[src/rtl/uart_tx_fifo.sv]
// Byte FIFO that launches stored bytes into uart_TX one frame at a time.
// Optional sticky overflow flag is built only when UART_TX_FIFO_OVERFLOW_EN is defined.
module uart_tx_fifo #(
   parameter int DEPTH      = 16,
   parameter int DATA_WIDTH = 8
) (
   input  logic                         clk,
   input  logic                         rst,
   input  logic [DATA_WIDTH-1:0]        wrData,
   input  logic                         wrValid,
   output logic                         wrReady,
   output logic [DATA_WIDTH-1:0]        dataTX,
   output logic                         dataTXValid,
   input  logic                         activeTX,
   input  logic                         doneTX,
   output logic [$clog2(DEPTH+1)-1:0]   count,
   output logic                         full,
   output logic                         empty,
   output logic                         overflow
);

   localparam int PTR_W = $clog2(DEPTH);
   localparam int CNT_W = $clog2(DEPTH+1);

   localparam logic [1:0] IDLE   = 2'd0;
   localparam logic [1:0] LAUNCH = 2'd1;
   localparam logic [1:0] WAIT   = 2'd2;

   logic [DATA_WIDTH-1:0] mem [DEPTH];
   logic [PTR_W-1:0]      wrPtrReg;
   logic [PTR_W-1:0]      rdPtrReg;
   logic [CNT_W-1:0]      countReg;
   logic [1:0]            stateReg;
   logic [DATA_WIDTH-1:0] dataTXReg;
   logic                  dataTXValidReg;
   logic                  wrEn;
   logic                  popEn;

   assign full        = (countReg == CNT_W'(DEPTH));
   assign empty       = (countReg == '0);
   assign wrReady     = ~full;
   assign count       = countReg;
   assign dataTX      = dataTXReg;
   assign dataTXValid = dataTXValidReg;

   // Full refuses writes even on a pop edge; the doneTX guard keeps a launch
   // from landing on the cycle a frame is still being retired.
   assign wrEn  = wrValid & ~full;
   assign popEn = (stateReg == IDLE) & ~empty & ~activeTX & ~doneTX;

   // Storage has no reset so it can map onto block RAM.
   always_ff @(posedge clk) begin
      if (wrEn) begin
         mem[wrPtrReg] <= wrData;
      end
   end

   always_ff @(posedge clk or posedge rst) begin
      if (rst) begin
         wrPtrReg       <= '0;
         rdPtrReg       <= '0;
         countReg       <= '0;
         stateReg       <= IDLE;
         dataTXReg      <= '0;
         dataTXValidReg <= 1'b0;
      end else begin
         if (wrEn) begin
            wrPtrReg <= wrPtrReg + PTR_W'(1);
         end
         case ({wrEn, popEn})
            2'b10:   countReg <= countReg + CNT_W'(1);
            2'b01:   countReg <= countReg - CNT_W'(1);
            default: countReg <= countReg;
         endcase
         dataTXValidReg <= 1'b0;
         case (stateReg)
            IDLE: begin
               if (popEn) begin
                  dataTXReg      <= mem[rdPtrReg];
                  dataTXValidReg <= 1'b1;
                  rdPtrReg       <= rdPtrReg + PTR_W'(1);
                  stateReg       <= LAUNCH;
               end
            end
            LAUNCH:  stateReg <= WAIT;
            WAIT: begin
               if (doneTX) begin
                  stateReg <= IDLE;
               end
            end
            default: stateReg <= IDLE;
         endcase
      end
   end

`ifdef UART_TX_FIFO_OVERFLOW_EN
   logic overflowReg;

   always_ff @(posedge clk or posedge rst) begin
      if (rst) begin
         overflowReg <= 1'b0;
      end else if (wrValid & full) begin
         overflowReg <= 1'b1;
      end
   end

   assign overflow = overflowReg;
`else
   assign overflow = 1'b0;
`endif

endmodule

[config.mk]
export PLATFORM = sky130hd
export DESIGN_NAME = uart_tx_fifo
export DESIGN_NICKNAME = d
export VERILOG_FILES = /design/src/rtl/uart_tx_fifo.sv
export SDC_FILE = /design/constraint.sdc
export NUM_CORES = 1
export LEC_CHECK = 0
export ABC_CLOCK_PERIOD_IN_PS = 3800
export CAP_MARGIN = 30
export CORE_MARGIN = 4
export CORE_UTILIZATION = 59
export CTS_CLUSTER_DIAMETER = 40
export DETAILED_ROUTE_END_ITERATION = 10
export GPL_ROUTABILITY_DRIVEN = 0
export PLACE_DENSITY = 0.83
export SLEW_MARGIN = 20
export SYNTH_ARGS = -nofsm -noshare
export SYNTH_HDL_FRONTEND = slang
export SYNTH_SLANG_ARGS = --single-unit
[constraint.sdc]
create_clock -name clk -period 3.8 [get_ports clk]
set_input_delay 0.38 -clock clk [delete_from_list [all_inputs] [get_ports clk]]
set_output_delay 0.38 -clock clk [all_outputs]
set_load 0.05 [all_outputs]
==> results.txt, run 1 <==
- Outcome: complete, no violations
- The min-delay analysis places its worst path in the category input pin to asynchronous set/reset pin.
- Timing-limited maximum frequency: 0.348 GHz
* Count of nets after finishing: between 300 and 400
- Met3 track demand over resource: 0.0579
* Clock Tree Buf Depth: 2
- VDD IR max: 445 uV
- CTS built an H-tree with a depth of 4.
- Measured in cells, the most critical reg-to-reg path has a length of 10.
* Worst skew pair latency: 0.54 ns
- Post-Synthesis Cells: around 330
- Summed over all failing endpoints, the final setup total negative slack is 0 ns.
* Number of cells upsized or downsized after cts: 0
* Synthesized area divided by synthesized cell count: 18.7 um2
- Between clock sinks in the finished design, the worst skew comes to approximately 0.017 ns.
- CTS Hold Buffers Added: 0
- Y dimension of the die: 111 um
* Total power per unit cell area: 768 mW/mm2
- Total nets after synthesis: around 360
- I/O pin count: 31
- For this run, global-route usage on met1 was measured as 0.264.
- In the final routed layout, each cell accounts on average for 22.4 um.
- Summed over all cells, the static leakage comes to 2.56 nW.
- The routed layout has between 3000 and 4000 vias.
* Remaining antenna violation count: 0
- Number of antenna cells inserted: 0
* Maximum number of pins on one net before global-route repair: 29
* Slew at the pin with the worst max-slew slack: 0.959 ns
- Layout cell share with drive strength beyond 1: 0.194
* Post CTS Setup Buffer Count: 0
* DRT iter0 DRCs: 224
- Area added between synthesis and finish: 15.8%
- After detailed routing, the number of remaining DRC violations is 0.
* Crit start category: flip-flop
* Time the worst path needs with I/O delays and setup: 2.88 ns
- Die width: 111 um
- STA classifies the critical path endpoint as a primary output.
* Iteration count of the initial detailed-routing pass: 4
* Filler Cells Inserted: 613
- Input/output buffers: 29
- Global route total overflow: 0
* Data arrival time at the worst-slack endpoint: 2.50 ns
* Clock-pin slew on the worst setup and hold paths: approximately 0.06 ns
* Vias in the first global route: 3317
- Detailed-route wire length: 11.7 mm
- Root cell of the clock tree: clkbuf_8
* Starting Density: 0.604
- Once placement finished, the instance area stood at ~0.0066 mm2.
- Proportion of synthesized chip area in sequential cells: 0.713
- The count of pins over their slew limit was 0.
- Final Cell Area: approximately 0.0072 mm2
* Netlist area before placement: 0.00623 mm2
- TritonCTS clock tree: built
* Area of the die: 0.0123 mm2
- GR Util met2: 0.338
- Total number of clock tree sinks: between 150 and 200
- The Yosys step of the flow raised 0 warnings.
- Once layout is complete, the utilization of the core stands at 0.699.
- After floorplanning, the core was divided into 37 placement rows.
- The first global-routing pass estimated 18.6 mm of wire.
- Total power consumption of the routed design: approximately 5.5 mW
- After synthesis, the netlist uses 38 different library cells.
- Final count of hold timing violations: 0
- Number of antenna violations at the first check in global routing: 0
- Counting flops and latches in the post-synthesis netlist gives 152.
- The worst pin sits at a relative slew slack of 0.358.
- The global routing stage identified its most utilized layer as met2.
- DR vias/cell: 5.95
- RSZ-0062 raised after global routing: no
* Crit Path Category: flip-flop to primary output
- Across all hold checks on the routed design, the worst slack comes to 0.246 ns.
- Total clock buffers created by CTS: 17
* Core area: 0.0103 mm2
- In the global route stage, overall resource usage came out at 0.205.
- Final worst path period share: 0.757
- Detailed placement ended at an HPWL of 7.24 mm.
* Maximum fanout count along the critical path: 9
- Total of endpoints with negative setup slack in the final report: 0
- Max-capacitance violation count: 0
* Data required, critical path: 3.42 ns
==> stage by stage <==
step	instances	setup WS [ns]
floorplan	333	0.594
global placement	486	1.03
detailed placement	488	0.900
CTS	520	0.905
global route	523	0.806
finish	523	0.925
==> synth_stat cells, drive strengths merged <==
cell    count  area share
a211o       4      0.0056
a21boi      1      0.0018
a21oi       7      0.0056
a22o        4      0.0056
a311oi      1      0.0014
a31oi       1      0.0010
a32oi       1      0.0014
and2        1      0.0010
and3b       1      0.0014
buf        18       0.024
clkbuf      2      0.0012
conb        1     0.00060
dfrtp      24       0.096
edfxtp    128        0.62
ha          9       0.018
inv         9      0.0054
mux2        5      0.0090
mux2i      13       0.021
mux4       32        0.12
nand2      15      0.0090
nand2b      4      0.0040
nand4       2      0.0020
nor2       16      0.0096
nor2b       5      0.0050
nor3        4      0.0032
nor4        2      0.0020
o211a       1      0.0016
o21ai       9      0.0078
o31ai       1      0.0012
or4         1      0.0018
xnor2       7      0.0098
xor2        4      0.0056
==> path summary, 6_finish.rpt <==
| path | start | endpoint | slack, ns |
|---|---|---|---|
| max in group asynchronous | rst | dataTX[7] | 3.02 |
| min in group clk | dataTX[6] | dataTX[6] | 0.48 |
| worst max register to register | count[1] | count[4] | 1.01 |
| worst min register to register | dataTX[6] | dataTX[6] | 0.48 |
| worst max-delay path | count[1] | empty | 0.92 |
| worst min-delay path | rst | count[2] | 0.25 |
==> cell type report <==
type	count	area [um2]	share of cell area
sequential	152	4450	0.616
clock inverter	14	134	0.0186
multi-input combinational	152	1600	0.222
timing repair buffer	42	415	0.0576
inverter	9	33.8	0.00468
tap	136	170	0.0236
clock buffer	18	418	0.0579
==> cell usage in the layout, fill, tap and decap left out, types with 2 or more instances in the layout <==
| cell type | Yosys | routed |
|---|---|---|
| nor2_1 | 16 | 16 |
| clkinv_4 | 0 | 3 |
| edfxtp_1 | 128 | 128 |
| nand2b_1 | 4 | 4 |
| clkinv_1 | 0 | 2 |
| nor4_1 | 2 | 2 |
| mux4_2 | 24 | 24 |
| a211o_1 | 4 | 4 |
| ha_1 | 9 | 9 |
| nor3_1 | 4 | 4 |
| xor2_1 | 4 | 4 |
| bufinv_16 | 0 | 2 |
| o21ai_0 | 8 | 8 |
| a21oi_1 | 7 | 7 |
| buf_4 | 3 | 10 |
| clkbuf_16 | 0 | 16 |
| buf_8 | 0 | 2 |
| inv_1 | 9 | 9 |
| nand4_1 | 2 | 2 |
| nand2_1 | 15 | 15 |
| clkinv_2 | 0 | 5 |
| clkinvlp_4 | 0 | 2 |
| a22o_1 | 4 | 4 |
| mux2i_1 | 13 | 13 |
| nor2b_1 | 5 | 5 |
| mux2_2 | 5 | 5 |
| xnor2_1 | 7 | 7 |
| dfrtp_1 | 24 | 23 |
| clkdlybuf4s50_1 | 0 | 29 |
| mux4_1 | 8 | 8 |
==> cell families (layout without fill, tap and decap cells) <==
kind of cell / count (synthesis) / in the layout / share of synthesized area
AO/OA/AOI/OAI: 30 / 30 / 0.0331
XOR/XNOR: 11 / 11 / 0.0155
adder cells (fa/ha/maj): 9 / 9 / 0.0181
buffers and inverters: 29 / 83 / 0.0303
flip-flops: 152 / 152 / 0.713
multiplexers: 50 / 50 / 0.150
other: 1 / 1 / 0.000602
AND/OR/NAND/NOR: 51 / 51 / 0.0391
==> state kept, by name (all words and copies together) (netlist names) <==
signal and flops:
dataTX 8, dataTXValid 1, mem 128, count 5, wrPtrReg 4, stateReg 2
rdPtrReg 4
==> critical path: stages, from the launching register on <==
cell	delay, ns
dfrtp_1	0.47
or4_4	0.57
nor2_1	0.10
clkdlybuf4s50_1	0.81
==> power by group <==
part,switching [mW],total (mW),internal [mW]
clock,0.637,1.56,0.924
sequential,0.250,2.32,2.07
combinational,0.888,1.67,0.778
total,1.77,5.54,3.77
==> per-layer routing <==
layer,vias to the layer above,routed length [um]
met3,15,815
met2,105,6150
met4,0,193
met1,1601,4550
met5,-,0
li1,1393,-
Power figures use the tool's default switching activity.
==> run 2, diff against run 1 <==
ABC_CLOCK_PERIOD_IN_PS = 3010   (was 3800)
clock period = 3.01 ns   (was 3.8 ns; I/O delays follow)
==> run 2 against run 1 <==
  * Clock-buffer cell count decreased by 1
  * Sequential power increased by 25%
  * Die area unchanged
  * Global-route usage decreased by 0.37 points
  * Via count increased by 0.39%
  * Sequential share of layout area decreased by 0.59 points
  * Sequential cell count unchanged
  * Register-to-register slack got worse by 0.61 ns
  * Cell area increased by 1.0%
  * First-iteration DRC count increased by 9.8%
  * Clock skew decreased by 0.0070 ns
  * Largest cell class unchanged
==> results.txt, run 2 (synthesis results as in run 1) <==
- The run finished with clean final reports.
- The first TritonRoute pass finished after 5 iterations.
- Slack of the worst reg-to-reg path: about 0.40 ns
- The H-tree generated during clock tree synthesis spans 4 levels.
- Post-CTS repair changed the size of 0 cells.
- In the routed layout, each cell is associated on average with a via count of between 5 and 6.
- Summed over all failing endpoints, the final setup total negative slack is 0 ns.
- Summing all flip-flop and latch instances after layout gives ~0.0044 mm2.
- Detail-routed net length per standard cell: 21.5 um
- Final worst path period share: 0.914
- Met3 track demand over resource: 0.0622
- Across the VDD grid, the largest voltage drop is approximately 500 uV.
- Summing internal, switching and leakage power gives between 7 and 8 mW.
* Vias in the first global route: roughly 3300
- The worst register-to-register path has a depth of 10.
* Global-route total usage across every layer: 0.201
- Cell Rows: 37
- The worst setup path is launched from a flip-flop.
* Post-layout worst setup margin: roughly 0.26 ns
- Post CTS Setup Buffer Count: 0
* First-pass GRT wire length: 18.2 mm
* Input/output buffers: 29
- The count of pins over their slew limit is 0.
- The global routing stage identified its most utilized layer as met2.
- Total of endpoints with negative setup slack in the final report: 0
* Worst slew slack as a fraction of its limit: 0.616
- Total power per unit cell area: 960 mW/mm2
* Worst skew pair latency: 0.53 ns
* Hold Slack: between 0.1 and 0.15 ns
- During I/O placement, the number of pins put on the boundary was 31.
- Clock Tree Buf Depth: 2
- Data required, critical path: 2.71 ns
- Filler Cells Inserted: 583
* Area taken by multi-input logic gates: 0.00160 mm2
* Most common cell after layout, fill and taps aside: edfxtp_1
- DRT iter0 DRCs: 246
- In the global route stage, met1 resource usage came out at 0.254.
* Slew at the pin with the worst max-slew slack: 0.576 ns
- Leak: between 2 and 3 nW
- Number of flip-flops under the largest register name: 128
* Final HPWL from detailed placement: 7.31 mm
- Leaving out fill and tap cells, the most frequent cells in the layout are edfxtp_1, clkdlybuf4s50_1, mux4_2, buf_4, dfrtp_1.
- Clock-pin slew was measured on the worst setup and hold paths at ~0.07 ns.
* Maximum number of pins on one net before global-route repair: 31
- At the worst endpoint, the arrival time is 2.45 ns.
- Total number of clock tree sinks: 152
- For this configuration, the core starts out at a cell density of 0.604.
- GR Util met2: 0.330
- The tree is rooted in a clkbuf_8.
- Area of the die: 0.0123 mm2
* Register name with the most flops: mem
- RSZ-0062 raised after global routing: no
* Timing-limited maximum frequency: 0.363 GHz
* Endpoint of the worst-slack reg-to-reg timing path: count[4]
- Detailed-route wire length: 11.5 mm
- Between clock sinks in the finished design, the worst skew comes to 0.00947 ns.
* Via total after detailed routing: 3126
- In this run, post-CTS hold repair placed 0 buffers.
- Area added between synthesis and finish: 17.0%
- Count of nets after finishing: 407
* Hold crit path type: input pin to asynchronous set/reset pin
* Worst reg2reg path startpoint: count[2]
- From left edge to right edge, the die measures 111 um.
- Final count of hold timing violations: 0
- Max-capacitance violation count: 0
* Global route total overflow: 0
- Remaining antenna violation count: 0
- TritonCTS built the clock tree.
- Y dimension of the die: 111 um
- DRC violations left: 0
* Layout cell share with drive strength beyond 1: 0.229
- Number of antenna violations at the first check in global routing: 0
- Time the worst path needs with I/O delays and setup: 2.75 ns
- Core area: 0.0103 mm2
* Total clock buffers created by CTS: 17
- Number of antenna cells inserted: 0
- The critical path in this run is classified as flip-flop to primary output.
* Worst slack after detailed placement: 0.367 ns
- Maximum fanout count along the critical path: 10
- The worst setup path is captured at a primary output.
[run 2: worst max-delay path by stage]
stage	start	endpoint	slack, ns	depth (start not counted)
after floorplan	count[2]	count[4]	0.002	13
after global placement	wrValid	count[4]	0.44	10
after detailed placement	wrValid	count[4]	0.37	10
after CTS	count[2]	empty	0.23	3
after global routing	count[2]	empty	0.14	3
final	count[2]	empty	0.26	3
[run 2: per-stage QoR]
stage | cells | utilization | cell area [um2]
global placement | 502 | 0.652 | 6740
floorplan | 333 | - | 6250
global route | 534 | 0.706 | 7290
finish | 534 | 0.706 | 7290
detailed placement | 502 | 0.652 | 6740
CTS | 534 | 0.706 | 7290
[run 2: metal layers]
metal	share of wire	routed length [um]	vias to the layer above
li1	-	-	1417
met1	0.41	4690	1582
met2	0.51	5850	108
met3	0.065	741	19
met4	0.015	177	0
met5	0	0	-
[run 2: area by class of cell]
class,count,area share
clock buffers,17,0.0568
inverters,9,0.00463
flip-flops and latches,152,0.610
clock inverters,15,0.0194
multi-input cells,152,0.219
repair buffers,53,0.0662
well taps,136,0.0233
[run 2: power by group]
part | switching (mW) | internal (mW) | total, mW | leakage [nW]
sequential | 0.289 | 2.61 | 2.90 | 1.45
clock | 0.873 | 1.12 | 1.99 | 0.272
combinational | 1.13 | 0.984 | 2.11 | 0.897
total | 2.29 | 4.71 | 7.00 | 2.62
[run 2: worst max-delay path, cell delays in order, from the launching register on]
cell             delay, ns
dfrtp_2               0.47
or4_4                 0.54
nor2_1                0.10
clkdlybuf4s50_1       0.81
==> run 3, diff against run 2 <==
ABC_CLOCK_PERIOD_IN_PS = 2700   (was 3010)
clock period = 2.7 ns   (was 3.01 ns; I/O delays follow)
==> run 3 against run 2 <==
  * Utilization is 0.70 points higher
  * Final cell count is 0.56% lower
  * Sequential share of layout area is 0.60 points lower
  * Die area stayed put
  * Critical endpoint is now wrReady
  * Cell area is 1.0% higher
  * Hold slack worse by 0.021 ns
  * Critical path type unchanged
  * Global-route usage is 0.40 points higher
  * Sequential power is 10% higher
  * Register-to-register slack worse by 0.23 ns
==> results.txt, run 3 (synthesis results as in run 1) <==
- After detailed routing, the average wire length per cell comes to between 20 and 25 um.
- Net switching power of the design: 2.64 mW
- The smallest clock period supported by the final layout is computed as approximately 2.5 ns.
* Worst skew pair latency: 0.52 ns
* Maximum fanout count along the critical path: 9
- Number of antenna cells inserted: 0
* RSZ-0062 raised after global routing: no
* Max-capacitance violation count: 0
* Share of total power consumed by net switching: 0.328
- Internal power comes to between 5 and 6 mW.
- Clock network fraction of design power: 0.293
- Remaining antenna violation count: 0
- For this design, the slowest cell found on the critical path is clkdlybuf4s50_1.
- Final count of hold timing violations: 0
- STA classifies the critical path endpoint as a primary output.
* DRC violations left: 0
- Total number of clock tree sinks: 152
- Layout cell share with drive strength beyond 1: 0.233
* Clock-pin slew on the worst setup and hold paths: 0.07 ns
* Area added between synthesis and finish: 18.1%
- Area of the die: approximately 0.012 mm2
- Core area: 0.0103 mm2
- Via total after detailed routing: about 3200
* Count of nets after finishing: 404
- The H-tree was split into 4 levels.
* Total of endpoints with negative setup slack in the final report: 0
- For the final database, setup skew stands at 0.0125 ns.
- The worst pin sits at a relative slew slack of 0.424.
- Walking the worst path, the cells encountered are buf_4, nor4_2, nand2_1, clkdlybuf4s50_1.
* Total power consumption of the routed design: between 8 and 9 mW
* Timing-limited maximum frequency: 0.395 GHz
- Before antenna repair, the detailed router went through 7 iterations.
* Commonest cells after routing, fill and taps aside: edfxtp_1, clkdlybuf4s50_1, mux4_2, dfrtp_1, buf_4
- Leak: around 2.6 nW
- The total overflow left after global routing is 0.
- Input/output buffers: 29
- Data required, critical path: 2.43 ns
* Y dimension of the die: 111 um
* DR vias/cell: about 6.0
* Detailed-route wire length: 11.8 mm
- Starting Density: 0.604
- Maximum number of pins on one net before global-route repair: 28
- STA classifies the critical path startpoint as a flip-flop.
* Cell family with most CP delay: buffers and inverters
- I/O pin count: 31
- Crit Path Category: flip-flop to primary output
- The first global-routing pass estimated 18.9 mm of wire.
* Aggregate negative setup slack: 0 ns
- Buffers inserted during clock tree synthesis total 17.
- TritonCTS built the clock tree.
- Slew at the pin with the worst max-slew slack: between 0.8 and 0.9 ns
- Maximum cell stage delay along the critical path: 0.72 ns
- The via count of the first global-routing pass came to 3433.
* DRT iter0 DRCs: 212
- Of the total power, registers draw 0.398.
* Cell Rows: 37
* Final-report max-slew violation count: 0
* Most common cell after layout, fill and taps aside: edfxtp_1
- In the global route stage, overall resource usage came out at 0.205.
- Final HPWL from detailed placement: 7.26 mm
- More flip-flops sit in one register than any other, and that register is mem.
* Data arrival time at the worst-slack endpoint: 2.26 ns
* VDD IR max: 626 uV
- The flow ran to the end, and the final reports show no timing, DRC or antenna violations.
- The share of total power dissipated in combinational logic is 0.309.
- Number of flip-flops under the largest register name: 128
* Clock Tree Buf Depth: 2
* Final worst path period share: 0.938
- For this design the ratio of total power to cell area is 1090 mW/mm2.
- In this run, post-CTS hold repair placed 0 buffers.
* Post CTS Setup Buffer Count: 0
* Filler Cells Inserted: 600
* Number of buffer and inverter stages on the critical path: 2
- Die width: 111 um
- The number of antenna violations at the first check in global routing came to 0.
- In this run the clock root is driven by a clkbuf_8.
* Hold crit path type: input pin to asynchronous set/reset pin
## run 3: changes by cell type in the layout (fill, tap and decap cells not counted), sizes merged, moves of 2 or more
cell,change
inv,+2
dlygate4sd2,+2
clkdlybuf4s50,-2
buf,-3
clkinvlp,-2
## run 3: power groups by stage
stage | sequential [mW] | combinational, mW | clock, mW
floorplan | 3.43 | 1.64 | 0
global placement | 3.26 | 2.34 | 0
detailed placement | 3.23 | 2.47 | 0
CTS | 3.20 | 2.50 | 2.39
global route | 3.24 | 2.66 | 2.51
finish | 3.20 | 2.49 | 2.36
## run 3: final timing paths
check                      startpoint           to  slack, ns  cells past startpoint
max                          count[2]      wrReady       0.17                      4
min                               rst  stateReg[0]       0.11                      2
max reg2reg                  count[2]     count[4]       0.17                     10
min reg2reg                 dataTX[6]    dataTX[6]       0.48                      2
max in group asynchronous         rst  rdPtrReg[0]       2.08                      3
min in group clk               doneTX  stateReg[1]       0.43                      3
## run 3: stage by stage
step,hold WS (ns),cell area [um2],util,instances,setup WS (ns)
4_1_cts,0.119,7360,0.713,531,0.0192
2_1_floorplan,0.284,6280,-,333,-0.245
3_3_place_gp,0.461,6720,0.651,497,0.164
3_5_place_dp,0.469,6770,0.655,499,0.0919
5_1_grt,0.174,7360,0.713,531,0.0410
6_report,0.112,7360,0.713,531,0.167
## run 3: worst reg2reg max path: stages, from the launching register on
cell	delay (ns)
dfrtp_2	0.41
or4_4	0.56
o21ai_4	0.20
inv_4	0.05
ha_4	0.19
xor2_1	0.15
ha_2	0.19
o211a_1	0.21
o31ai_1	0.23
a31oi_1	0.08
xor2_1	0.15
## run 3: timing repair
action / CTS / global route
setup endpoints to repair: 2 / 4
resized for setup: 2 / 1
pin swaps: 0 / 0
gates cloned: 0 / 0
endpoints found under the hold margin: 0 / 0
## run 3: area by class of cell
type,count,area [um2],area share
clock inverter,15,180,0.0245
clock buffer,17,414,0.0562
sequential,152,4450,0.604
timing repair buffer,50,485,0.0659
tap,136,170,0.0231
multi-input combinational,152,1630,0.221
inverter,9,36.3,0.00493
## run 3: layer usage
| layer | wire length (um) | global-route usage |
|---|---|---|
| met3 | 618 | 0.0464 |
| met2 | 6250 | 0.344 |
| met4 | 268 | 0.0805 |
| met1 | 4690 | 0.264 |
| met5 | 0 | 0 |
